[config.mk]
export PLATFORM = sky130hd
export DESIGN_NAME = pc_fetch_sequencer
export DESIGN_NICKNAME = d
export VERILOG_FILES = /design/src/rtl/pc_seq_pkg.sv /design/src/rtl/jump_target_gen.sv /design/src/rtl/pc_fetch_sequencer.sv
export SDC_FILE = /design/constraint.sdc
export NUM_CORES = 1
export LEC_CHECK = 0
export CAP_MARGIN = 40
export CORE_MARGIN = 2
export CORE_UTILIZATION = 50
export DETAILED_ROUTE_END_ITERATION = 10
export PLACE_DENSITY = 0.87
export SYNTH_ARGS = -nofsm -noshare
export SYNTH_HDL_FRONTEND = slang
export SYNTH_SLANG_ARGS = --single-unit
[constraint.sdc]
create_clock -name clk -period 9.75 [get_ports clk]
set_input_delay 0.975 -clock clk [delete_from_list [all_inputs] [get_ports clk]]
set_output_delay 0.975 -clock clk [all_outputs]
set_load 0.02 [all_outputs]
[src/rtl/pc_seq_pkg.sv]
// rtl/pc_seq_pkg.sv - shared widths, reset address and FSM states for the fetch sequencer
package pc_seq_pkg;

    localparam int PC_W    = 32;
    localparam int INSTR_W = 32;

    localparam logic [PC_W-1:0] RESET_PC_DEFAULT = 32'h0000_0000;

    typedef enum logic [1:0] {
        IDLE  = 2'd0,
        FETCH = 2'd1,
        HOLD  = 2'd2
    } state_t;

endpackage

[src/rtl/jump_target_gen.sv]
// rtl/jump_target_gen.sv - J-type target: region of pc+4 joined with the 26-bit word index
module jump_target_gen
    import pc_seq_pkg::*;
(
    input  logic [PC_W-1:0] pc_plus4,
    input  logic [25:0]     instr_index,
    output logic [PC_W-1:0] target
);

    assign target = {pc_plus4[PC_W-1:PC_W-4], instr_index, 2'b00};

endmodule

[src/rtl/pc_fetch_sequencer.sv]
// rtl/pc_fetch_sequencer.sv - fetch/present/consume sequencer; PC_SEQ_PERF_EN adds the consumed-instruction counter
module pc_fetch_sequencer
    import pc_seq_pkg::*;
#(
    parameter logic [PC_W-1:0] RESET_PC = RESET_PC_DEFAULT
) (
    input  logic               clk,
    input  logic               reset,
    output logic               imem_req,
    output logic [PC_W-1:0]    imem_addr,
    input  logic               imem_ready,
    input  logic [INSTR_W-1:0] imem_instr,
    output logic               instr_valid,
    output logic [INSTR_W-1:0] instr_out,
    output logic [PC_W-1:0]    pc_out,
    input  logic               stall,
    input  logic               branch_taken,
    input  logic [31:0]        branch_offset,
    input  logic               jump,
    input  logic               jr,
    input  logic [PC_W-1:0]    jr_target,
    output logic               fetch_error,
    output logic [31:0]        instr_count
);

    state_t          state;
    logic [PC_W-1:0] pc;
    logic [PC_W-1:0] seq_pc;
    logic [PC_W-1:0] branch_pc;
    logic [PC_W-1:0] jump_pc;
    logic [PC_W-1:0] jr_pc;
    logic [PC_W-1:0] next_pc;
    logic            consume;

    // Redirects are relative to the presented instruction, not the fetch pointer.
    assign seq_pc    = pc_out + 32'd4;
    assign branch_pc = seq_pc + (branch_offset << 2);
    assign jr_pc     = {jr_target[PC_W-1:2], 2'b00};

    jump_target_gen u_jump_target_gen (
        .pc_plus4    (seq_pc),
        .instr_index (instr_out[25:0]),
        .target      (jump_pc)
    );

    always_comb begin
        next_pc = seq_pc;
        if (jr) begin
            next_pc = jr_pc;
        end else if (jump) begin
            next_pc = jump_pc;
        end else if (branch_taken) begin
            next_pc = branch_pc;
        end
    end

    assign consume   = (state == HOLD) && !stall;
    assign imem_addr = pc;

    always_ff @(posedge clk) begin
        if (reset) begin
            state       <= IDLE;
            pc          <= RESET_PC;
            imem_req    <= 1'b0;
            instr_valid <= 1'b0;
            instr_out   <= '0;
            pc_out      <= RESET_PC;
            fetch_error <= 1'b0;
        end else begin
            case (state)
                IDLE: begin
                    imem_req <= 1'b1;
                    state    <= FETCH;
                end
                FETCH: begin
                    if (imem_ready) begin
                        instr_out   <= imem_instr;
                        pc_out      <= pc;
                        instr_valid <= 1'b1;
                        imem_req    <= 1'b0;
                        state       <= HOLD;
                    end
                end
                HOLD: begin
                    if (consume) begin
                        pc          <= next_pc;
                        instr_valid <= 1'b0;
                        imem_req    <= 1'b1;
                        state       <= FETCH;
                        if (jr && (jr_target[1:0] != 2'b00)) begin
                            fetch_error <= 1'b1;
                        end
                    end
                end
                default: begin
                    imem_req    <= 1'b0;
                    instr_valid <= 1'b0;
                    state       <= IDLE;
                end
            endcase
        end
    end

`ifdef PC_SEQ_PERF_EN
    logic [31:0] count_q;

    always_ff @(posedge clk) begin
        if (reset) begin
            count_q <= '0;
        end else if (consume) begin
            count_q <= count_q + 32'd1;
        end
    end

    assign instr_count = count_q;
`else
    assign instr_count = '0;
`endif

endmodule

==> impl_metrics.ini <==
[timing]
slew_viol_final = 0
hold_violations = 0
fin_ws_ps = 5800
setup_tns_ps = 0
rsz0062_at_grt = false
slew_headroom = 0.623
finalSetupViolCount = 0
skew_ps = 6.82
fmax_mhz = 253
period_share = 0.406
worstMarginPinSlew_ps = 566
min_period_ps = 3950

[placed_design]
dpl.hpwl_mm = 16.3
io_buffers = 199
postPlaceCellArea_sq_um = 8690
detailedPlace.worstSlack_ps = 5730
gp_congestion = 0.970

[synth]
synth-edff-count = 0
async_flop_share = 0
synth-seq-cells = 100
syn_inst = 898
syn-mean-instance-area_sq_um = 7.46
seq_area_frac_synth = 0.299
synth_cell_type_count = 67
syn_area_sq_um = 6700
synth_flop_cell = dfxtp_1
ys_warn_count = 0

[cts]
clkTransAtPathRegs_ps = 70
ctsHoldBuffers = 0
numCtsBuffers = 9
cts_resized = 0
root_buffer = clkbuf_16
cts.path.max_buffers = 2
insertion_delay_ps = 350
postCtsSetupBuffers = 0
htreeDepth = 3
cts_sinks = 100
cts_tree = built

[floorplanning]
start_util = 0.508
num_rows = 42
dieWidth_um = 120
io_pins = 234
die_h_um = 120
die_area_sq_um = 14300
core_sq_um = 13200

[routing]
wire_per_inst_um = 17.5
wl_mm = 21.9
drt_iter0_drc = 934
viasPerCell = 5.66
route.detailed.drc = 0
num_vias = 7066
drtPass1Iterations = 5
postRouteAntennaNets = 0

[cells_and_area]
drive_gt1_frac = 0.0494
layout.nets = 1208
n_antenna_cell = 0
fillerInstances = 1126
final_area_sq_um = 9010
layout_commonest_cell = clkdlybuf4s50_1
area_growth_pct = 34.4
final_cell_mix = 198 x clkdlybuf4s50_1, 189 x nand2_1, 130 x a21oi_1

[pwr]
p_per_area_nw_per_um2 = 112
irDropWorstVdd_uv = 115
p_leak_nw = 3.48

[global_routing]
grt_max_degree = 62
antenna_found_initial = 0
grtUsageTotal = 0.295
grt_pass1_vias = 6320
grt_pass1_wl_mm = 33.4
grt_overflow = 0

[outcome]
run_status = finished, final reports clean

[setup_path]
crit_type = reg2reg
required_ps = 9960
endpoint_kind = register
rr_worst_depth = 13
cp_max_fo = 7
arrival_ps = 4170
cp-start-kind = register

[hold_path]
hold_path_class = reg2reg
whs_path_depth = 2

[flow_run]
drv_cap = 0
-- metrics by stage --
| stage | util | power [mW] | hold slack, ps | cells |
|---|---|---|---|---|
| 3_3_place_gp | 0.657 | 0.626 | 441 | 1231 |
| 5_1_grt | 0.683 | 1.04 | 489 | 1248 |
| 4_1_cts | 0.683 | 1.00 | 457 | 1248 |
| 3_5_place_dp | 0.659 | 0.630 | 448 | 1232 |
| 6_report | 0.683 | 1.01 | 460 | 1248 |
| 2_1_floorplan | - | 0.549 | 490 | 929 |
-- sequential cells by signal, summed over array words and instances, names as in the netlist --
name / cells
state: 2
fetch_error: 1
pc_out: 32
instr_out: 32
instr_valid: 1
imem_addr: 32
-- cells in the mapped netlist (all sizes together), types with 2 or more instances --
cell / number / area share
a211o: 2 / 0.0026
dfxtp: 100 / 0.30
nand4: 10 / 0.012
nor3b: 2 / 0.0022
nand2: 189 / 0.11
and3: 22 / 0.022
o211ai: 13 / 0.015
o41ai: 3 / 0.0050
a21oi: 132 / 0.10
a311o: 2 / 0.0030
o311a: 2 / 0.0030
or2: 2 / 0.0019
ha: 37 / 0.069
and4: 6 / 0.0082
inv: 14 / 0.0078
nor2b: 2 / 0.0019
a211oi: 19 / 0.023
o221ai: 4 / 0.0052
nand2b: 4 / 0.0037
o21bai: 9 / 0.010
nor3: 19 / 0.016
nor4: 4 / 0.0047
buf: 42 / 0.042
o2bb2ai: 2 / 0.0026
or3: 4 / 0.0037
nand3: 27 / 0.021
a21o: 11 / 0.012
o21ai: 30 / 0.022
and2: 4 / 0.0037
xnor2: 31 / 0.042
o22ai: 8 / 0.0075
nor2: 54 / 0.031
a2111oi: 2 / 0.0028
a311oi: 2 / 0.0026
xor2: 21 / 0.031
mux2i: 10 / 0.015
a31oi: 3 / 0.0037
clkbuf: 40 / 0.023
-- final timing paths --
path	from	to	slack (ps)
worst max register to register	pc_out[13]$_SDFFE_PP0P_	imem_addr[31]$_SDFFE_PP0P_	5800
worst min-delay path	instr_out[29]$_SDFFE_PP0P_	instr_out[29]$_SDFFE_PP0P_	460
worst max-delay path	pc_out[13]$_SDFFE_PP0P_	imem_addr[31]$_SDFFE_PP0P_	5800
worst min register to register	instr_out[29]$_SDFFE_PP0P_	instr_out[29]$_SDFFE_PP0P_	460
-- critical path: stages, from the launching register on --
cell	delay (ps)
dfxtp_1	480
and4_1	310
nand3_1	150
nor4_1	430
xor2_1	320
ha_1	370
a21o_1	220
o21bai_1	180
or2_2	310
o211ai_1	260
nand2_1	140
a211oi_2	370
xnor2_1	160
o22ai_1	100
-- cell type report --
type	count	area (sq um)	area share
clock buffers	9	225	0.0250
clock inverters	7	91.3	0.0101
inverters	15	56.3	0.00625
multi-input cells	732	4330	0.481
flip-flops and latches	100	2000	0.222
well taps	176	220	0.0244
repair buffers	209	2080	0.231
-- power breakdown --
group / switching [mW] / total [mW] / internal [mW]
logic: 0.108 / 0.194 / 0.0858
registers: 0.0111 / 0.430 / 0.419
clock network: 0.158 / 0.381 / 0.224
total: 0.277 / 1.01 / 0.729
-- metal layers --
metal  global-route usage  wire (um)  up-vias
met3               0.0627       2040       46
met5                    0          0        -
li1                     -          -     3434
met4                0.121        703        0
met1                0.403       9570     3244
met2                0.454       9540      342
-- logic make-up (layout without fill, tap and decap cells) --
| kind of cell | count (synthesis) | count (layout) | synth area share |
|---|---|---|---|
| other cells | 1 | 32 | 0.000559 |
| mux | 11 | 11 | 0.0166 |
| xor+xnor | 52 | 52 | 0.0724 |
| buf+inv | 97 | 240 | 0.0737 |
| compound gates | 250 | 250 | 0.228 |
| flops | 100 | 100 | 0.299 |
| simple gates | 349 | 349 | 0.238 |
| fa+ha+maj | 38 | 38 | 0.0721 |
Power figures use the tool's default switching activity.
